$ cat config.mk
export PLATFORM = sky130hd
export DESIGN_NAME = fir_host_seq
export DESIGN_NICKNAME = d
export VERILOG_FILES = /design/src/rtl/fir_host_seq_pkg.sv /design/src/rtl/fir_tap_buf.sv /design/src/rtl/fir_host_seq.sv
export SDC_FILE = /design/constraint.sdc
export NUM_CORES = 1
export LEC_CHECK = 0
export CORE_MARGIN = 5
export CORE_UTILIZATION = 49
export CTS_BUF_LIST = sky130_fd_sc_hd__clkbuf_4 sky130_fd_sc_hd__clkbuf_8
export DETAILED_ROUTE_END_ITERATION = 6
export PLACE_DENSITY_LB_ADDON = 0.05
export SETUP_SLACK_MARGIN = 0.05
export SYNTH_ARGS = -nofsm -noshare
export SYNTH_HDL_FRONTEND = slang
export SYNTH_SLANG_ARGS = --single-unit
$ cat constraint.sdc
create_clock -name clk -period 3.9 [get_ports clk]
set_input_delay 0.39 -clock clk [delete_from_list [all_inputs] [get_ports clk]]
set_output_delay 0.39 -clock clk [all_outputs]
set_load 0.05 [all_outputs]
$ cat src/rtl/fir_host_seq_pkg.sv
`default_nettype none
// ============================================================================
// Module      : fir_host_seq_pkg
// Description : Shared definitions for the FIR host configuration sequencer.
//               Contains the config_valid beat codes, controller command
//               codes, controller state codes (as reported on status[1:0])
//               and the sequencer state enum.
// Revision    : 1.0 - initial release
// ============================================================================
package fir_host_seq_pkg;

  // Beat type on config_valid
  localparam logic [1:0] CV_NONE    = 2'd0;
  localparam logic [1:0] CV_SETTING = 2'd1;
  localparam logic [1:0] CV_COMMAND = 2'd2;
  localparam logic [1:0] CV_TAP     = 2'd3;

  // Commands carried on input_command
  localparam logic [31:0] CMD_START  = 32'd1;
  localparam logic [31:0] CMD_STOP   = 32'd2;
  localparam logic [31:0] CMD_RETURN = 32'd3;

  // Controller state as reported on status[1:0]
  localparam logic [1:0] ST_IDLE  = 2'd0;
  localparam logic [1:0] ST_RUN   = 2'd1;
  localparam logic [1:0] ST_DRAIN = 2'd2;
  localparam logic [1:0] ST_READY = 2'd3;

  typedef enum logic [3:0] {
    S_IDLE       = 4'd0,
    S_CHK0       = 4'd1,
    S_SETCFG     = 4'd2,
    S_TAPS       = 4'd3,
    S_START      = 4'd4,
    S_WAIT_RUN   = 4'd5,
    S_RUN        = 4'd6,
    S_STOP       = 4'd7,
    S_WAIT_DRAIN = 4'd8,
    S_RET        = 4'd9,
    S_WAIT_IDLE  = 4'd10
  } seq_state_t;

  // Index width for a buffer of n entries; never narrower than one bit.
  function automatic int idx_width(input int n);
    return (n > 1) ? $clog2(n) : 1;
  endfunction

  // Return command: flush code sits just above the RETURN opcode.
  function automatic logic [31:0] ret_command(input logic [1:0] flush);
    return {28'd0, flush, CMD_RETURN[1:0]};
  endfunction

endpackage
`default_nettype wire

$ cat src/rtl/fir_tap_buf.sv
`default_nettype none
// ============================================================================
// Module      : fir_tap_buf
// Description : NUM_TAPS x 32 tap register file with an append-only write
//               pointer and an asynchronous read index.
// Ports       : clk, rst_n   - clock, synchronous active-low reset
//               wr_en        - write request (already qualified by caller)
//               wr_data      - tap value to append
//               clr_ptr      - rewind write pointer (contents are kept)
//               rd_idx       - read index
//               rd_data      - tap value at rd_idx
//               full         - registered: write pointer == NUM_TAPS
// Revision    : 1.0 - initial release
// ============================================================================
module fir_tap_buf
  import fir_host_seq_pkg::*;
#(
  parameter int NUM_TAPS = 16
) (
  input  logic                             clk,
  input  logic                             rst_n,
  input  logic                             wr_en,
  input  logic [31:0]                      wr_data,
  input  logic                             clr_ptr,
  input  logic [idx_width(NUM_TAPS)-1:0]   rd_idx,
  output logic [31:0]                      rd_data,
  output logic                             full
);

  localparam int IDX_W = idx_width(NUM_TAPS);
  localparam int PTR_W = $clog2(NUM_TAPS + 1);
  localparam logic [PTR_W-1:0] PTR_MAX = PTR_W'(NUM_TAPS);

  logic [PTR_W-1:0] r_ptr;
  logic [31:0]      r_mem [NUM_TAPS];
  logic             w_wr_ok;
  logic [PTR_W-1:0] w_ptr_inc;

  // Writes past the end are silently dropped.
  assign w_wr_ok   = wr_en && (r_ptr != PTR_MAX);
  assign w_ptr_inc = r_ptr + PTR_W'(1);

  always_ff @(posedge clk) begin
    if (!rst_n) begin
      r_ptr <= '0;
      full  <= 1'b0;
      for (int i = 0; i < NUM_TAPS; i++) begin
        r_mem[i] <= '0;
      end
    end else begin
      if (w_wr_ok) begin
        r_mem[r_ptr[IDX_W-1:0]] <= wr_data;
      end
      // Rewind has priority over advancing; the written data still lands.
      if (clr_ptr) begin
        r_ptr <= '0;
        full  <= 1'b0;
      end else if (w_wr_ok) begin
        r_ptr <= w_ptr_inc;
        full  <= (w_ptr_inc == PTR_MAX);
      end
    end
  end

  assign rd_data = r_mem[rd_idx];

endmodule
`default_nettype wire

$ cat src/rtl/fir_host_seq.sv
`default_nettype none
// ============================================================================
// Module      : fir_host_seq
// Description : Host-side configuration sequencer for the FIR controller.
//               Latches a setting word and tap buffer from the host port,
//               then runs load setting / stream taps / start, and later
//               stop / wait drain / return, with a timeout on every wait.
// Ports       : clk, rst_n          - clock, synchronous active-low reset
//               host_setting        - setting word, latched on go
//               host_tap_wr/_data   - append a tap (IDLE only)
//               host_go, host_stop  - sequence triggers
//               host_flush          - flush code, latched on stop
//               busy, tap_full, done, running, error - host status
//               input_config, input_command, config_tap, config_valid
//                                   - beats to the controller
//               status              - controller state in [1:0]
// Revision    : 1.0 - initial release
// ============================================================================
module fir_host_seq
  import fir_host_seq_pkg::*;
#(
  parameter int NUM_TAPS = 16,
  parameter int TIMEOUT  = 4096
) (
  input  logic        clk,
  input  logic        rst_n,
  input  logic [31:0] host_setting,
  input  logic        host_tap_wr,
  input  logic [31:0] host_tap_data,
  input  logic        host_go,
  input  logic        host_stop,
  input  logic [1:0]  host_flush,
  output logic        busy,
  output logic        tap_full,
  output logic        done,
  output logic        running,
  output logic        error,
  output logic [31:0] input_config,
  output logic [31:0] input_command,
  output logic [31:0] config_tap,
  output logic [1:0]  config_valid,
  input  logic [31:0] status
);

  localparam int IDX_W = idx_width(NUM_TAPS);
  localparam int TO_W  = $clog2(TIMEOUT);
  localparam logic [IDX_W-1:0] LAST_IDX = IDX_W'(NUM_TAPS - 1);
  localparam logic [TO_W-1:0]  TO_LAST  = TO_W'(TIMEOUT - 1);

  seq_state_t       r_state, w_state_nxt;
  logic [IDX_W-1:0] r_idx, w_idx_nxt;
  logic [TO_W-1:0]  r_tmo, w_tmo_nxt;
  logic [31:0]      r_setting;
  logic [1:0]       r_flush;
  logic             w_go_acc, w_stop_acc, w_timeout, w_done_nxt, w_err_nxt;
  logic             w_waiting;
  logic [1:0]       w_cv;
  logic [31:0]      w_cfg, w_cmd, w_tap;
  logic [31:0]      w_buf_rd;
  logic [1:0]       w_ctl;
  logic             w_unused_status;

  assign w_ctl           = status[1:0];
  assign w_unused_status = ^status[31:2];

  fir_tap_buf #(
    .NUM_TAPS (NUM_TAPS)
  ) u_tap_buf (
    .clk     (clk),
    .rst_n   (rst_n),
    .wr_en   (host_tap_wr && (r_state == S_IDLE)),
    .wr_data (host_tap_data),
    .clr_ptr (w_go_acc),
    .rd_idx  (w_idx_nxt),
    .rd_data (w_buf_rd),
    .full    (tap_full)
  );

  // Next-state logic
  always_comb begin
    w_state_nxt = r_state;
    w_idx_nxt   = r_idx;
    w_go_acc    = 1'b0;
    w_stop_acc  = 1'b0;
    w_timeout   = 1'b0;
    w_done_nxt  = 1'b0;
    w_waiting   = 1'b0;
    case (r_state)
      S_IDLE: begin
        // go wins over a simultaneous stop; stop alone is meaningless here
        if (host_go) begin
          w_go_acc    = 1'b1;
          w_state_nxt = S_CHK0;
        end
      end
      S_CHK0: begin
        w_waiting = 1'b1;
        if (w_ctl == ST_IDLE) w_state_nxt = S_SETCFG;
        else if (r_tmo == TO_LAST) w_timeout = 1'b1;
      end
      S_SETCFG: begin
        w_state_nxt = S_TAPS;
        w_idx_nxt   = '0;
      end
      S_TAPS: begin
        if (r_idx == LAST_IDX) w_state_nxt = S_START;
        else w_idx_nxt = r_idx + IDX_W'(1);
      end
      S_START: w_state_nxt = S_WAIT_RUN;
      S_WAIT_RUN: begin
        w_waiting = 1'b1;
        if (w_ctl == ST_RUN) w_state_nxt = S_RUN;
        else if (r_tmo == TO_LAST) w_timeout = 1'b1;
      end
      S_RUN: begin
        if (host_stop) begin
          w_stop_acc  = 1'b1;
          w_state_nxt = S_STOP;
        end
      end
      S_STOP: w_state_nxt = S_WAIT_DRAIN;
      S_WAIT_DRAIN: begin
        w_waiting = 1'b1;
        if (w_ctl == ST_READY) w_state_nxt = S_RET;
        else if (r_tmo == TO_LAST) w_timeout = 1'b1;
      end
      S_RET: w_state_nxt = S_WAIT_IDLE;
      S_WAIT_IDLE: begin
        w_waiting = 1'b1;
        if (w_ctl == ST_IDLE) begin
          w_state_nxt = S_IDLE;
          w_done_nxt  = 1'b1;
        end else if (r_tmo == TO_LAST) begin
          w_timeout = 1'b1;
        end
      end
      default: w_state_nxt = S_IDLE;
    endcase

    if (w_timeout) w_state_nxt = S_IDLE;

    // Counter restarts on every state change, so each wait begins at zero.
    if (w_state_nxt != r_state) w_tmo_nxt = '0;
    else if (w_waiting)         w_tmo_nxt = r_tmo + TO_W'(1);
    else                        w_tmo_nxt = r_tmo;

    if (w_go_acc)       w_err_nxt = 1'b0;
    else if (w_timeout) w_err_nxt = 1'b1;
    else                w_err_nxt = error;
  end

  // Beat decode from the upcoming state so the beat registers together with
  // the state that issues it.
  always_comb begin
    w_cv  = CV_NONE;
    w_cfg = '0;
    w_cmd = '0;
    w_tap = '0;
    case (w_state_nxt)
      S_SETCFG: begin w_cv = CV_SETTING; w_cfg = r_setting;            end
      S_TAPS:   begin w_cv = CV_TAP;     w_tap = w_buf_rd;             end
      S_START:  begin w_cv = CV_COMMAND; w_cmd = CMD_START;            end
      S_STOP:   begin w_cv = CV_COMMAND; w_cmd = CMD_STOP;             end
      S_RET:    begin w_cv = CV_COMMAND; w_cmd = ret_command(r_flush); end
      default:  w_cv = CV_NONE;
    endcase
  end

  always_ff @(posedge clk) begin
    if (!rst_n) begin
      r_state       <= S_IDLE;
      r_idx         <= '0;
      r_tmo         <= '0;
      r_setting     <= '0;
      r_flush       <= '0;
      busy          <= 1'b0;
      done          <= 1'b0;
      running       <= 1'b0;
      error         <= 1'b0;
      config_valid  <= CV_NONE;
      input_config  <= '0;
      input_command <= '0;
      config_tap    <= '0;
    end else begin
      r_state       <= w_state_nxt;
      r_idx         <= w_idx_nxt;
      r_tmo         <= w_tmo_nxt;
      if (w_go_acc)   r_setting <= host_setting;
      if (w_stop_acc) r_flush   <= host_flush;
      busy          <= (w_state_nxt != S_IDLE);
      done          <= w_done_nxt;
      running       <= (w_state_nxt == S_RUN);
      error         <= w_err_nxt;
      config_valid  <= w_cv;
      input_config  <= w_cfg;
      input_command <= w_cmd;
      config_tap    <= w_tap;
    end
  end

endmodule
`default_nettype wire
# Word level (Yosys, flattened, before mapping)
# Memories as Yosys holds them, arrays and structs flattened. A register that Yosys moved wholly into a read port is not among the register bits.
# Index checks and enable logic that the tools add are counted.
op_classes:
  n_bitwise: 1
  reduce_logical: 15
  addsub: 3
  eq_ne: 23
  n_mux: 31
ops:
  columns: ["operator", "count"]
  rows:
  - ["case mux 4 bit (11 select lines)", 1]
  - ["2-to-1 mux 4 bit", 10]
  - ["2-to-1 mux 32 bit", 1]
  - ["OR reduction 32 bit", 1]
  - ["equality test 4 x 3 -> 1 bit (second input constant)", 7]
  - ["equality test 4 bit (second input constant)", 5]
  - ["equality test 4 x 2 -> 1 bit (second input constant)", 4]
  - ["2-to-1 mux 1 bit", 15]
  - ["adder 12 x 1 -> 12 bit (second input constant)", 1]
  - ["equality test 12 bit (second input constant)", 1]
  - ["case mux 4 bit (3 select lines)", 1]
  - ["case mux 4 bit (2 select lines)", 1]
  - ["case mux 2 bit (3 select lines)", 1]
  - ["AND reduction 2 bit", 3]
  - ["OR reduction 2 bit", 3]
  - ["adder 5 x 1 -> 5 bit (second input constant)", 1]
  - ["equality test 5 bit (second input constant)", 1]
  - ["inequality test 5 bit (second input constant)", 1]
  - ["adder 4 x 1 -> 4 bit (second input constant)", 1]
  - ["equality test 4 x 1 -> 1 bit (second input constant)", 1]
  - ["logical NOT 4 bit", 1]
  - ["inequality test 4 bit", 1]
  - ["nonzero test 4 bit", 1]
  - ["OR reduction 4 bit", 1]
  - ["8 further kinds", 9]
totals:
  inputBits: 103
  wordCells: 88
  ff_bits: 130
  output_inout_bits: 103
  memories: 1
  ramBits: 512
mem_list:
  columns: ["memory", "words", "width", "rd", "rd_clocked_by_memory_dff", "write_ports", "line", "text"]
  rows:
  - ["u_tap_buf.r_mem", 16, 32, 1, 1, 16, "fir_tap_buf.sv:35", "logic [31:0] r_mem [NUM_TAPS];"]

# Depth between registers and ports, before layout
logic_depth:
  depth_word: 8
  depth_mapped: 11
  depth_no_buf: 8

# By module
# Synthesis repeated with hierarchy kept, for this count alone.
hier_totals:
  hier_cells: 2024
  hier_area_um2: 27146.0
by_module_without_submodules:
  columns: ["module", "seq_area_each_um2", "cells_per_inst", "area_each_um2", "n_inst"]
  rows:
  - ["fir_tap_buf", 15494.9, 1533, 22501.6, 1]
  - ["fir_host_seq", 2562.5, 491, 4644.5, 1]

# Least setup slack after synthesis
# Ideal clock, no wire load.
synth_timing:
  kind: "register -> register"
  startpoint: "register r_state[3]"
  endpoint: "memory u_tap_buf.r_mem[14][0] (enable)"
  required_time_ns: 3.434
  setup_slack_ns: -0.144
  path_stages_with_launch: 7
  setup_time_ns: 0.466
  n_path_buf: 2
  arrival_ns: 3.578
  synth_period_minus_slack_ns: 4.044
  cell_sequence: "dfxtp_1 buf_2 nor2_2 and3_1 clkbuf_1 nand3_1 o21ai_0"
synth_lines:
  columns: ["item", "line", "text"]
  rows:
  - ["start, declared", "fir_host_seq.sv:50", "seq_state_t r_state, w_state_nxt;"]
  - ["start signal, assigned", "fir_host_seq.sv:185", "r_state <= w_state_nxt;"]
  - ["end, declared", "fir_tap_buf.sv:35", null]

# Worst setup path in the final report
layout_timing:
  startpoint: "register r_state[0]"
  endpoint: "register r_tmo[5]"
layout_between:
  elab_chain_len: 6
  elab_cells_between_ends: 26
  cone_classes: "eq/ne (11); mux (11); reduce/logical (4)"
layout_lines:
  columns: ["item", "line", "text"]
  rows:
  - ["equality test 4 bit / equality test 4 x 1 -> 1 bit (equally long branches)", "fir_host_seq.sv:88", "case (r_state)"]
  - ["OR reduction 2 bit (no source line)", null, null]
  - ["case mux 1 bit (3 select lines)", "fir_host_seq.sv:88", null]
  - ["2-to-1 mux 4 bit", "fir_host_seq.sv:140", "if (w_timeout) w_state_nxt = S_IDLE;"]
  - ["inequality test 4 bit", "fir_host_seq.sv:143", "if (w_state_nxt != r_state) w_tmo_nxt = '0;"]
  - ["OR reduction 2 bit (no source line)", null, null]
  - ["end signal, assigned", "fir_host_seq.sv:187", "r_tmo <= w_tmo_nxt;"]
  - ["end, declared", "fir_host_seq.sv:52", "logic [TO_W-1:0] r_tmo, w_tmo_nxt;"]
# Parallel ways exist; a longest one is shown, timed or not.
# A chain may end at the register's enable or synchronous reset.

==> metrics.md <==
| Metric | Value |
|---|---|
| Top post-synthesis cells by count | and2_1 (520), edfxtp_1 (512), nand2_1 (237) |
| Die Wd | 250.0 um |
| Placed cell count | 2985 |
| Share of the synthesized area in the top cell type | 54.48% |
| Root Driver | clkbuf_8 |
| Synth area leader | edfxtp_1 |
| Achievable frequency | 300.4 MHz |
| Fin. Hold Viols | 0 |
| Non-filler instance count after layout | 3191 |
| Worst slew margin | 20.15% |
| Port Buffers | 147 |
| Worst setup margin | 571.6 ps |
| Post-DP HPWL | 45.85 mm |
| Die Footprint | 0.06250 mm2 |
| Count of different cell masters after synthesis | 56 |
| Crit path buf inv count | 0 |
| Reg2reg setup slack | 570 ps |
| GRT overflow | 0 |
| Area grow syn2layout | 18.20% |
| CP max stage cell | a31oi_1 |
| Worst-path cell chain | nor3b_1 > o2111ai_1 > a311oi_1 > nand3b_2 > a2111oi_0 > a31oi_1 > nor2_1 |
| Core footprint | 0.05737 mm2 |
| Cell area power density | 471.8 mW/mm2 |
| Max-cap viol count | 0 |
| WL/cell | 24.15 um |
| Tot GR Track Use | 24.32% |
| Rows | 88 |
| Period utilization | 85.34% |
| Final Slew Violations | 0 |
| Post-Synthesis Cells | 2145 |
| Outcome | finished clean |
| Worst setup EP type | register |
| Lkg Pwr | 12.36 nW |
| Clock buffer depth | 3 |
| Part of the Yosys area used for sequential elements | 63.98% |
| Total number of vias | 17440 |
| Nets | 2440 |
| DRT Wirelength | 77.05 mm |
| Largest net degree at the start of global routing | 65 |
| Most common cell in the netlist | and2_1 |
| Residual DRC | 0 |
| VDD IR-drop max | 0.0002915 V |
| Layout cells sized above 1 | 16.71% |
| Final TNS setup | 0 ps |
| PostCTS Resize Cnt | 0 |
| Hold WS | 245.9 ps |
| CTS H-tree depth | 3 |
| Via density per instance | 5.465 |
| CTS buffer count | 108 |
| Chip height | 250.0 um |
| Final std cell area, no fill | 0.03336 mm2 |
| Layout Utilization | 58.15% |
| Final ANT Viol Nets | 0 |
| Drt pass-1 iters | 5 |
| RePlAce Congestion | 0.7866 |
| Post-Syn Area | 0.02822 mm2 |
| Clock Skew | 36.20 ps |
| Place WS | 484.0 ps |
| Synth Flop Type | edfxtp_1 |
| Io pins | 206 |
| HP Class | in2reg |
| Clock latency on the worst-skew pair | 720 ps |
| Total power | 15.74 mW |
| Post-Place Cell Area | 0.03103 mm2 |
| Required @ worst endpoint | 4430 ps |
| CP top delay family | compound AO/OA/AOI/OAI gates |
| Synth warn | 0 |
| Starting DRC count in detailed routing | 1399 |
| Seq cells post-synth | 646 |
| Worst Path Arrival | 3860 ps |
| Crit-path max FO | 18 |
| Post-synth EDFFs | 512 |
| Initial antenna violation count | 7 |
| Startpoint types | register |
| Final setup fails | 0 |
| Vias in the first global route | 17773 |
| Initial Util | 49.20% |
| Min Clock Period, post-route | 3328 ps |
| Slowest Stage Delay on Critical Path | 830 ps |
| CP Class | reg2reg |
| Synth top area cells | edfxtp_1 (54%), and2_1 (12%), dfxtp_1 (9.5%) |
| First-pass GRT wire length | 114.4 mm |
| CTS tree | built |
| Worst-path clk slew | 60 ps |
| Async S/R FF share, synth | 0% |
| Worst-Margin Slew | 1198 ps |
| Clock sink total | 646 |
| RSZ-0062 raised after global routing | false |
| Hold_buf cts | 0 |
| Avg Cell Area, Syn | 13.16 um2 |
| Setup bufs post-CTS | 0 |
==> registers in the layout, summed over array words and instances, names as in the netlist, 2 cells and up <==
signal	flops
config_valid	2
r_idx	4
u_tap_buf.r_mem	512
input_command	4
input_config	32
u_tap_buf.r_ptr	5
r_setting	32
r_tmo	12
config_tap	32
r_flush	2
r_state	4
==> worst paths after layout <==
path	cells past startpoint	from	endpoint
setup / recovery	7	r_state[0]$_SDFF_PN0_	r_tmo[5]$_SDFFE_PP0P_
hold / removal	3	host_setting[25]	r_setting[25]$_SDFFE_PN0P_
setup reg to reg	7	r_state[0]$_SDFF_PN0_	r_tmo[5]$_SDFFE_PP0P_
hold reg to reg	2	r_setting[21]$_SDFFE_PN0P_	r_setting[21]$_SDFFE_PN0P_
==> logic make-up (layout without fill, tap and decap cells) <==
group	after synthesis	count (layout)	synth area share, %
and+or+nand+nor	932	932	18.01
DFF	646	646	63.98
muxes	203	203	9.993
buffers and inverters	203	455	3.542
AOI/OAI and AO/OA	138	138	3.680
xor gates and xnor gates	15	15	0.4655
adders and majority gates	7	7	0.3103
other	1	30	0.01329
==> per-layer routing <==
metal	up-vias	GRT usage (%)	wire (um)
li1	7933	-	-
met1	8867	32.68	32260
met2	528	41.54	38570
met3	110	4.283	4529
met4	2	6.050	1673
met5	-	0	19
==> placed cells by master, fill, tap and decap left out, drive strengths merged, types with 3 or more instances in the layout <==
master	n
o21ai	27
bufinv	3
clkbuf	174
nor2	59
inv	8
nand3	38
nand3b	7
buf	98
clkinvlp	4
nor3	5
a21oi	8
nand4	6
mux4	63
xnor2	8
conb	28
and3	36
or2	3
xor2	7
dfxtp	134
mux2i	140
a21boi	33
edfxtp	512
clkinv	22
a32oi	51
nand2	237
and4	3
nand2b	3
nor3b	5
nor2b	6
clkdlybuf4s50	146
ha	7
and2	520
==> layout make-up <==
type	count	area, um2
Inverter	7	26.28
Multi-Input combinational cell	1323	9524
Clock buffer	174	2088
Fill cell	4598	24010
Timing Repair Buffer	244	2470
Sequential cell	646	18060
Clock inverter	30	230.2
Tap cell	765	957.2
Antenna cell	2	5.005
==> tightest hold or removal path, stage by stage <==
cell	delay [ps]
clkdlybuf4s50_1	400
nand2_1	50
a21boi_0	60
==> power breakdown <==
part	internal (mW)	switching [mW]
sequential	7.71	0.107
combinational	0.593	1.01
clock	3.59	2.72
total	11.9	3.84
No activity file was read; power rests on OpenSTA's default activity.
